==> src/rtl/vga_timing_gen_if.sv <==
// Raster timing bundle between the timing generator and its consumers.
// The optional frameCount signal exists only when VTIMING_FRAME_COUNT_EN is defined.
interface vga_timing_gen_if;
  logic       enable;
  logic [9:0] hPos;
  logic [9:0] vPos;
  logic [9:0] nextVPos;
  logic       hsync;
  logic       vsync;
  logic       pixelActive;
  logic       nextFrameActive;
  logic       hsyncStarting;
  logic       lineStarting;
  logic       lineEnding;
  logic       frameStarting;
`ifdef VTIMING_FRAME_COUNT_EN
  logic [15:0] frameCount;
`endif

  // Timing generator side.
  modport master (
`ifdef VTIMING_FRAME_COUNT_EN
    output frameCount,
`endif
    input  enable,
    output hPos,
    output vPos,
    output nextVPos,
    output hsync,
    output vsync,
    output pixelActive,
    output nextFrameActive,
    output hsyncStarting,
    output lineStarting,
    output lineEnding,
    output frameStarting
  );

  // Consumer side (layer engine, display pins).
  modport slave (
`ifdef VTIMING_FRAME_COUNT_EN
    input  frameCount,
`endif
    output enable,
    input  hPos,
    input  vPos,
    input  nextVPos,
    input  hsync,
    input  vsync,
    input  pixelActive,
    input  nextFrameActive,
    input  hsyncStarting,
    input  lineStarting,
    input  lineEnding,
    input  frameStarting
  );
endinterface

==> src/rtl/vga_timing_gen.sv <==
// Free-running VGA raster timing generator in the pixel clock domain.
// Every output is decoded from the next-state counters and registered, so each strobe
// is high in exactly the cycle where hPos/vPos hold the value it names.
// lineStarting/lineEnding lead the active region by LINE_LEAD pixels to cover the
// layer FIFO and blend pipeline latency.
// Optional: define VTIMING_FRAME_COUNT_EN to add a 16-bit frameCount output.
module vga_timing_gen #(
  parameter int unsigned H_ACTIVE  = 640,
  parameter int unsigned H_FP      = 16,
  parameter int unsigned H_SYNC    = 96,
  parameter int unsigned H_BP      = 48,
  parameter int unsigned V_ACTIVE  = 480,
  parameter int unsigned V_FP      = 10,
  parameter int unsigned V_SYNC    = 2,
  parameter int unsigned V_BP      = 33,
  parameter int unsigned LINE_LEAD = 6
) (
  input logic              clkPixel,
  input logic              reset,
  vga_timing_gen_if.master bus
);

  localparam int unsigned H_TOTAL = H_ACTIVE + H_FP + H_SYNC + H_BP;
  localparam int unsigned V_TOTAL = V_ACTIVE + V_FP + V_SYNC + V_BP;

  localparam logic [9:0] HLast        = 10'(H_TOTAL - 1);
  localparam logic [9:0] VLast        = 10'(V_TOTAL - 1);
  localparam logic [9:0] HActive      = 10'(H_ACTIVE);
  localparam logic [9:0] VActive      = 10'(V_ACTIVE);
  localparam logic [9:0] HSyncStart   = 10'(H_ACTIVE + H_FP);
  localparam logic [9:0] HSyncEnd     = 10'(H_ACTIVE + H_FP + H_SYNC);
  localparam logic [9:0] VSyncStart   = 10'(V_ACTIVE + V_FP);
  localparam logic [9:0] VSyncEnd     = 10'(V_ACTIVE + V_FP + V_SYNC);
  localparam logic [9:0] LineStartPos = 10'(H_TOTAL - LINE_LEAD);
  localparam logic [9:0] LineEndPos   = 10'(H_ACTIVE - LINE_LEAD);

  // The lead must fit inside the back porch so lineStarting lands on the previous line.
  if (LINE_LEAD < 1 || LINE_LEAD > H_BP) begin : gBadLineLead
    $error("vga_timing_gen: LINE_LEAD must be in 1..H_BP");
  end

  logic [9:0] hPosQ, hPosD;
  logic [9:0] vPosQ, vPosD;
  logic [9:0] nextVPosQ, nextVPosD;
  logic       hsyncQ, hsyncD;
  logic       vsyncQ, vsyncD;
  logic       pixelActiveQ, pixelActiveD;
  logic       nextFrameActiveQ, nextFrameActiveD;
  logic       hsyncStartingQ, hsyncStartingD;
  logic       lineStartingQ, lineStartingD;
  logic       lineEndingQ, lineEndingD;
  logic       frameStartingQ, frameStartingD;

  // Next raster position; holds when enable is low.
  always_comb begin
    hPosD     = hPosQ;
    vPosD     = vPosQ;
    nextVPosD = nextVPosQ;
    if (bus.enable) begin
      if (hPosQ == HLast) begin
        hPosD     = '0;
        vPosD     = nextVPosQ;
        nextVPosD = (nextVPosQ == VLast) ? '0 : nextVPosQ + 10'd1;
      end else begin
        hPosD = hPosQ + 10'd1;
      end
    end
  end

  // Decode levels and strobes from the next position; strobes are suppressed while frozen.
  always_comb begin
    hsyncD           = !((hPosD >= HSyncStart) && (hPosD < HSyncEnd));
    vsyncD           = !((vPosD >= VSyncStart) && (vPosD < VSyncEnd));
    pixelActiveD     = (hPosD < HActive) && (vPosD < VActive);
    nextFrameActiveD = (nextVPosD < VActive);
    hsyncStartingD   = bus.enable && (hPosD == HSyncStart);
    lineStartingD    = bus.enable && (hPosD == LineStartPos) && (nextVPosD < VActive);
    lineEndingD      = bus.enable && (hPosD == LineEndPos) && (vPosD < VActive);
    frameStartingD   = bus.enable && (hPosD == '0) && (vPosD == '0);
  end

  // Register counters and all decoded outputs.
  always_ff @(posedge clkPixel or posedge reset) begin
    if (reset) begin
      hPosQ            <= '0;
      vPosQ            <= '0;
      nextVPosQ        <= 10'd1;
      hsyncQ           <= 1'b1;
      vsyncQ           <= 1'b1;
      pixelActiveQ     <= 1'b1;
      nextFrameActiveQ <= 1'b1;
      hsyncStartingQ   <= 1'b0;
      lineStartingQ    <= 1'b0;
      lineEndingQ      <= 1'b0;
      frameStartingQ   <= 1'b1;
    end else begin
      hPosQ            <= hPosD;
      vPosQ            <= vPosD;
      nextVPosQ        <= nextVPosD;
      hsyncQ           <= hsyncD;
      vsyncQ           <= vsyncD;
      pixelActiveQ     <= pixelActiveD;
      nextFrameActiveQ <= nextFrameActiveD;
      hsyncStartingQ   <= hsyncStartingD;
      lineStartingQ    <= lineStartingD;
      lineEndingQ      <= lineEndingD;
      frameStartingQ   <= frameStartingD;
    end
  end

`ifdef VTIMING_FRAME_COUNT_EN
  logic [15:0] frameCountQ, frameCountD;

  // Count frame starts reached by advancing; the reset-release frame is not counted.
  always_comb begin
    frameCountD = frameStartingD ? frameCountQ + 16'd1 : frameCountQ;
  end

  // Frame counter register.
  always_ff @(posedge clkPixel or posedge reset) begin
    if (reset) begin
      frameCountQ <= '0;
    end else begin
      frameCountQ <= frameCountD;
    end
  end

  assign bus.frameCount = frameCountQ;
`endif

  assign bus.hPos            = hPosQ;
  assign bus.vPos            = vPosQ;
  assign bus.nextVPos        = nextVPosQ;
  assign bus.hsync           = hsyncQ;
  assign bus.vsync           = vsyncQ;
  assign bus.pixelActive     = pixelActiveQ;
  assign bus.nextFrameActive = nextFrameActiveQ;
  assign bus.hsyncStarting   = hsyncStartingQ;
  assign bus.lineStarting    = lineStartingQ;
  assign bus.lineEnding      = lineEndingQ;
  assign bus.frameStarting   = frameStartingQ;

endmodule

==> src/flat_wrapper.sv <==
// flat-port wrapper written by rule: the top's interface ports become plain ports
module vga_timing_gen_flat 
#(
  parameter int unsigned H_ACTIVE  = 640,
  parameter int unsigned H_FP      = 16,
  parameter int unsigned H_SYNC    = 96,
  parameter int unsigned H_BP      = 48,
  parameter int unsigned V_ACTIVE  = 480,
  parameter int unsigned V_FP      = 10,
  parameter int unsigned V_SYNC    = 2,
  parameter int unsigned V_BP      = 33,
  parameter int unsigned LINE_LEAD = 6
)
  (clkPixel, reset, bus_enable, bus_hPos, bus_vPos, bus_nextVPos, bus_hsync, bus_vsync, bus_pixelActive, bus_nextFrameActive, bus_hsyncStarting, bus_lineStarting, bus_lineEnding, bus_frameStarting);
  vga_timing_gen_if bus_i ();
  input logic clkPixel;
  input logic reset;
  input wire logic [$bits(bus_i.enable)-1:0] bus_enable;
  output wire logic [$bits(bus_i.hPos)-1:0] bus_hPos;
  output wire logic [$bits(bus_i.vPos)-1:0] bus_vPos;
  output wire logic [$bits(bus_i.nextVPos)-1:0] bus_nextVPos;
  output wire logic [$bits(bus_i.hsync)-1:0] bus_hsync;
  output wire logic [$bits(bus_i.vsync)-1:0] bus_vsync;
  output wire logic [$bits(bus_i.pixelActive)-1:0] bus_pixelActive;
  output wire logic [$bits(bus_i.nextFrameActive)-1:0] bus_nextFrameActive;
  output wire logic [$bits(bus_i.hsyncStarting)-1:0] bus_hsyncStarting;
  output wire logic [$bits(bus_i.lineStarting)-1:0] bus_lineStarting;
  output wire logic [$bits(bus_i.lineEnding)-1:0] bus_lineEnding;
  output wire logic [$bits(bus_i.frameStarting)-1:0] bus_frameStarting;
  assign bus_i.enable = bus_enable;
  assign bus_hPos = bus_i.hPos;
  assign bus_vPos = bus_i.vPos;
  assign bus_nextVPos = bus_i.nextVPos;
  assign bus_hsync = bus_i.hsync;
  assign bus_vsync = bus_i.vsync;
  assign bus_pixelActive = bus_i.pixelActive;
  assign bus_nextFrameActive = bus_i.nextFrameActive;
  assign bus_hsyncStarting = bus_i.hsyncStarting;
  assign bus_lineStarting = bus_i.lineStarting;
  assign bus_lineEnding = bus_i.lineEnding;
  assign bus_frameStarting = bus_i.frameStarting;
  vga_timing_gen #(.H_ACTIVE(H_ACTIVE), .H_FP(H_FP), .H_SYNC(H_SYNC), .H_BP(H_BP), .V_ACTIVE(V_ACTIVE), .V_FP(V_FP), .V_SYNC(V_SYNC), .V_BP(V_BP), .LINE_LEAD(LINE_LEAD)) u_core (.clkPixel(clkPixel), .reset(reset), .bus(bus_i));
endmodule
==> config.mk <==
export PLATFORM = sky130hd
export DESIGN_NAME = vga_timing_gen_flat
export DESIGN_NICKNAME = d
export VERILOG_FILES = /design/src/rtl/vga_timing_gen_if.sv /design/src/rtl/vga_timing_gen.sv /design/src/flat_wrapper.sv
export SDC_FILE = /design/constraint.sdc
export NUM_CORES = 1
export LEC_CHECK = 0
export ABC_AREA = 1
export CORE_MARGIN = 2
export CORE_UTILIZATION = 46
export CTS_CLUSTER_DIAMETER = 200
export CTS_CLUSTER_SIZE = 14
export DETAILED_ROUTE_END_ITERATION = 8
export PLACE_DENSITY = 0.81
export SLEW_MARGIN = 20
export SYNTH_ARGS = -nofsm -noshare
export SYNTH_HDL_FRONTEND = slang
export SYNTH_SLANG_ARGS = --single-unit
==> constraint.sdc <==
create_clock -name clkPixel -period 1.6 [get_ports clkPixel]
set_input_delay 0.32 -clock clkPixel [delete_from_list [all_inputs] [get_ports clkPixel]]
set_output_delay 0.32 -clock clkPixel [all_outputs]
set_load 0.1 [all_outputs]
### After elaboration in Yosys (flattened, before gate mapping)

Cells that the tools add are included.

* register bits after elaboration: 38
* logic and storage cells: 46

* add/subtract/negate cells: 2
* order comparisons: 7
* eq/ne operators: 5
* mux-type cells: 7
* reduce and logical (&&, ||, !) cells: 14

Operators with widths (number)
* 10-bit two-way mux: 7
* 10-bit == test, second input constant: 5
* 10-bit by 9-bit less-than comparator with 1-bit output, second input constant: 3
* 10-bit by 1-bit adder with 10-bit output, second input constant: 2
* 10-bit logical NOT: 2
* 10-bit less-than comparator, second input constant: 2
* 10-bit greater-or-equal comparator, second input constant: 1
* 10-bit by 9-bit greater-or-equal comparator with 1-bit output, second input constant: 1
* 1-bit logical AND: 10
* 1-bit logical NOT: 2

### Longest topological paths before layout

Gate-level depths: netlist (run 1).

* depth after elaboration: 6
* depth in mapped cells: 12
* mapped depth without buffers: 12

### Worst setup path after synthesis (run 1)

OpenSTA, ideal clock, no wires.

* kind: reg2reg
* start: register u_core.hPosQ[1] (netlist: u_core.bus.hPos[1])
* end: register u_core.lineStartingQ (netlist: u_core.bus.lineStarting)
* library setup time: 0.115 ns
* data arrival time: 2.325 ns
* required time: 1.485 ns
* path slack: -0.840 ns
* cell stages (with the launch flop): 13
* path buffers: 2
* cell sequence: dfrtp_1 -> ha_1 -> nand2_2 -> nor2_2 -> nand3_2 -> nor2_4 -> buf_6 -> buf_8 -> nand3_1 -> nand2_1 -> nand4_1 -> nand2_1 -> nor2_1

RTL lines
* start: declaration: RTL line vga_timing_gen.sv:42 `logic [9:0] hPosQ, hPosD;`
* start signal: assignment: RTL line vga_timing_gen.sv:97 `hPosQ <= hPosD;`
* 10-bit == test: RTL line vga_timing_gen.sv:60 `if (hPosQ == HLast) begin`
* 10-bit two-way mux: RTL line vga_timing_gen.sv:60
* 10-bit two-way mux: RTL line vga_timing_gen.sv:59 `if (bus.enable) begin`
* net u_core.nextVPosD[5]: RTL line vga_timing_gen.sv:44 `logic [9:0] nextVPosQ, nextVPosD;`
* 10-bit by 9-bit less-than comparator with 1-bit output: RTL line vga_timing_gen.sv:77 `lineStartingD = bus.enable && (hPosD == LineStartPos) && (nextVPosD < VActive);`
* 1-bit logical AND: RTL line vga_timing_gen.sv:77
* net u_core.lineStartingD: RTL line vga_timing_gen.sv:50 `logic lineStartingQ, lineStartingD;`
* end signal: assignment: RTL line vga_timing_gen.sv:105 `lineStartingQ <= lineStartingD;`
* end: declaration: RTL line vga_timing_gen.sv:50

The timed path passes the listed nets, and every way through them passes these cells.

### Final worst setup path (run 1)

* start: register u_core.nextVPosQ[0] (netlist: u_core.bus.nextVPos[0])
* end: register u_core.lineStartingQ (netlist: u_core.bus.lineStarting)

* longest elaborated chain between the ends: 6

RTL lines
* start: declaration: RTL line vga_timing_gen.sv:44
* start signal: assignment: RTL line vga_timing_gen.sv:99 `nextVPosQ <= nextVPosD;`
* 10-bit by 1-bit adder with 10-bit output / 10-bit == test (equally long branches): RTL line vga_timing_gen.sv:63 `nextVPosD = (nextVPosQ == VLast) ? '0 : nextVPosQ + 10'd1;`
* 10-bit two-way mux (*): RTL line vga_timing_gen.sv:63
* 10-bit two-way mux (*): RTL line vga_timing_gen.sv:60
* 10-bit two-way mux (*): RTL line vga_timing_gen.sv:59
* net u_core.nextVPosD[6]: RTL line vga_timing_gen.sv:44
* 10-bit by 9-bit less-than comparator with 1-bit output (*): RTL line vga_timing_gen.sv:77
* 1-bit logical AND (*): RTL line vga_timing_gen.sv:77
* net u_core.lineStartingD: RTL line vga_timing_gen.sv:50

Mark *: on every way through the listed nets, which the timed path passes. The rest lies on a longest branch.

==> run metrics, run 1 <==
die footprint=0.00507 mm2; wirelength, routed=11200 um; Setup Viol. Count Final=26; DRC Markers=0; PnR worst setup slack=-0.755 ns; routed len/inst=26.0 um; fin nets=385; cell with the most instances after synthesis=nand2_1; Die Y=71.2 um; Post-synth top cells=58 x nand2_1, 37 x inv_1, 33 x nor2_1; Hold Slack=0.402 ns; critical path class=flip-flop to flip-flop; Post-synth ARST share=100%; first-pass GRT wire length=12400 um; clock latency on the worst-skew pair=0.32 ns; sequential area share after synthesis=46.2%; root buffer selected by CTS=clkbuf_8; CP Capture Type=flip-flop; worst hold path class=input pin to asynchronous set/reset pin; clk sinks=38; row count=24; mean post-synth cell area=7.92 um2; via count=2834; RSZ-0062 raised after global routing=true; P&R area growth vs syn=94.2%; Pleak=1.90 nW; Setup TNS=-6.88 ns; CP arrival=2.56 ns; H-tree levels=2; layout cells sized above 1=60.3%; drt first-iter violations=392; skew final=0.0112 ns; DIE WIDTH=71.2 um; Max VDD drop=951 uV; largest net degree at the start of global routing=39; Initial Util=47.7%; final cycle utilization of the critical path=147%; post-DP HPWL=4320 um; ant diodes=0; failing checks=negative setup slack; Main synth FF type=dfrtp_1; Final Hold Viols=0; synth unique cells=34; Syn. warnings=0; Max clock buf depth=2; Routed Antenna Nets=0; normalized max-slew margin=72.9%; fillers=134; Place WS=-0.502 ns; hold buffers post-CTS=0; Tmin final=2.35 ns; Reg clk slew, reported paths=0.09 ns; reg2reg path depth=12; CTS buffer count=5; CP max FO=3; Total Routing Usage GR=32.5%; fmax=0.425 GHz; post-synthesis register bit count=38; Least-Margin Pin Slew=0.403 ns; core area=0.00435 mm2; max_cap viols=0; cell count after synthesis=262; Final Max Tran Viols=0; Power Dens Cells=1520 mW/mm2; DP Cell Count=397; main area contributors after synthesis=dfrtp_1 39%, nand2_1 10%, dfstp_2 7.6%; GPL Wtd Cong=0.936; vias per cell=6.56; CP Launch Type=flip-flop; Non-Filler Instances=432; Post-Syn Area=0.00208 mm2; TritonRoute pass-1 iters=7; number of global-route vias before repair=2460; Synth area leader=dfrtp_1; # IOs=41; initial antenna violation count=0; number of port buffers=40; CTS tree=done; Synth top area share=38.6%; GR Overflow Total=0; EDFF count, synth=0; worst path required time=1.81 ns; Syn Nets=268; run status=complete, but fails checks
critical path, stage by stage, from the launching register on:
cell and delay [ns]:
dfstp_4 0.66, ha_4 0.15, inv_2 0.06, nor2_4 0.09
nand2_2 0.08, nor2_2 0.18, inv_1 0.12, nor2_2 0.17
nor2_1 0.06, nor2_1 0.27, nand4_1 0.18, nand2_1 0.15
nor2_1 0.06
cell type report:
cell class / instances / area [um2] / area share [%]
inverters: 44 / 165 / 4.10
repair buffers: 113 / 1430 / 35.5
clock buffers: 6 / 82.6 / 2.05
clock inverters: 2 / 12.5 / 0.310
well taps: 52 / 65.1 / 1.61
flip-flops and latches: 38 / 991 / 24.6
multi-input cells: 177 / 1280 / 31.8
logic make-up after synthesis:
group	count (synthesis)	synth area share, %
adder cells (fa/ha/maj)	3	1.81
flip-flops	38	46.2
buffers and inverters	48	10.0
XOR/XNOR	4	1.69
AO/OA/AOI/OAI	29	8.26
AND/OR/NAND/NOR	140	32.1
layer usage:
| metal | vias up | track usage, % | share of wire, % |
|---|---|---|---|
| li1 | 1062 | - | - |
| met1 | 1346 | 39.1 | 34 |
| met2 | 315 | 53.7 | 48 |
| met3 | 111 | 6.70 | 9.9 |
| met4 | 0 | 18.9 | 8.3 |
| met5 | - | 0 | 0 |
flip-flops by register name (all words and copies together) (netlist names):
| register | count |
|---|---|
| u_core.bus.frameStarting | 1 |
| u_core.bus.hPos | 10 |
| u_core.bus.hsync | 1 |
| u_core.bus.hsyncStarting | 1 |
| u_core.bus.lineEnding | 1 |
| u_core.bus.lineStarting | 1 |
| u_core.bus.nextFrameActive | 1 |
| u_core.bus.nextVPos | 10 |
| u_core.bus.pixelActive | 1 |
| u_core.bus.vPos | 10 |
| u_core.bus.vsync | 1 |
what timing repair did:
item / CTS / global route
buffers inserted: 8 / 18
pin swaps: 16 / 32
setup endpoints to repair: 17 / 26
gates resized for setup: 50 / 47
cloned: 2 / 0
through the flow:
step | total power, mW | instance area, um2 | utilization, %
after detailed placement | 4.80 | 3360 | 77.1
after global routing | 6.24 | 4030 | 92.6
final | 6.11 | 4030 | 92.6
after global placement | 4.71 | 3360 | 77.1
after floorplan | 3.31 | 2180 | -
after CTS | 5.63 | 3720 | 85.5
power breakdown:
part	switching (mW)	leakage, nW	total, mW	internal [mW]
clock	0.404	0.0472	0.751	0.347
sequential	0.186	0.429	1.36	1.17
combinational	2.54	1.42	4.00	1.46
layout by cell type, fill, tap and decap left out, types with 2 or more instances in the layout:
| cell type | n |
|---|---|
| nor2_4 | 12 |
| nand2_2 | 15 |
| buf_12 | 41 |
| dfstp_2 | 5 |
| o21ai_1 | 4 |
| a21oi_2 | 2 |
| nor2_1 | 19 |
| nand4_1 | 4 |
| clkbuf_8 | 6 |
| a21o_1 | 2 |
| o22ai_2 | 2 |
| nand2_4 | 2 |
| nand3_4 | 7 |
| buf_4 | 56 |
| o21ai_4 | 2 |
| nand3_1 | 13 |
| o21ai_2 | 9 |
| clkinv_1 | 2 |
| nand3_2 | 6 |
| nor2_2 | 14 |
| dfrtp_1 | 17 |
| nand2_1 | 43 |
| xor2_1 | 2 |
| buf_6 | 13 |
| dfrtp_2 | 11 |
| o21ai_0 | 3 |
| inv_2 | 10 |
| dfrtp_4 | 4 |
| ha_4 | 2 |
| inv_1 | 32 |
worst paths after layout:
| kind | start | endpoint | slack (ns) |
|---|---|---|---|
| hold / removal | reset | u_core.bus.vPos[4] | 0.40 |
| min in group clkPixel | u_core.bus.vPos[0] | u_core.bus.vPos[0] | 0.61 |
| hold reg to reg | u_core.bus.vPos[0] | u_core.bus.vPos[0] | 0.61 |
| setup reg to reg | u_core.bus.nextVPos[0] | u_core.bus.lineStarting | -0.75 |
| setup / recovery | u_core.bus.nextVPos[0] | u_core.bus.lineStarting | -0.75 |
| max in group asynchronous | reset | u_core.bus.nextVPos[0] | 0.93 |
No activity file was read; power rests on OpenSTA's default activity.
==> run 2: changes to the inputs <==
--- a/config.mk
+++ b/config.mk
@@ -12,7 +12,7 @@
 export CTS_CLUSTER_SIZE = 14
 export DETAILED_ROUTE_END_ITERATION = 8
 export PLACE_DENSITY = 0.81
-export SLEW_MARGIN = 20
+export SLEW_MARGIN = 40
 export SYNTH_ARGS = -nofsm -noshare
 export SYNTH_HDL_FRONTEND = slang
 export SYNTH_SLANG_ARGS = --single-unit
==> results of run 2 <==
The final DEF is identical to that of run 1; final timing and power are the same.
==> run 3: changes to the inputs <==
--- a/config.mk
+++ b/config.mk
@@ -11,6 +11,7 @@
 export CTS_CLUSTER_DIAMETER = 200
 export CTS_CLUSTER_SIZE = 14
 export DETAILED_ROUTE_END_ITERATION = 8
+export HOLD_SLACK_MARGIN = 0.1
 export PLACE_DENSITY = 0.81
 export SLEW_MARGIN = 40
 export SYNTH_ARGS = -nofsm -noshare
==> results of run 3 <==
The final DEF is identical to that of run 1; final timing and power are the same.
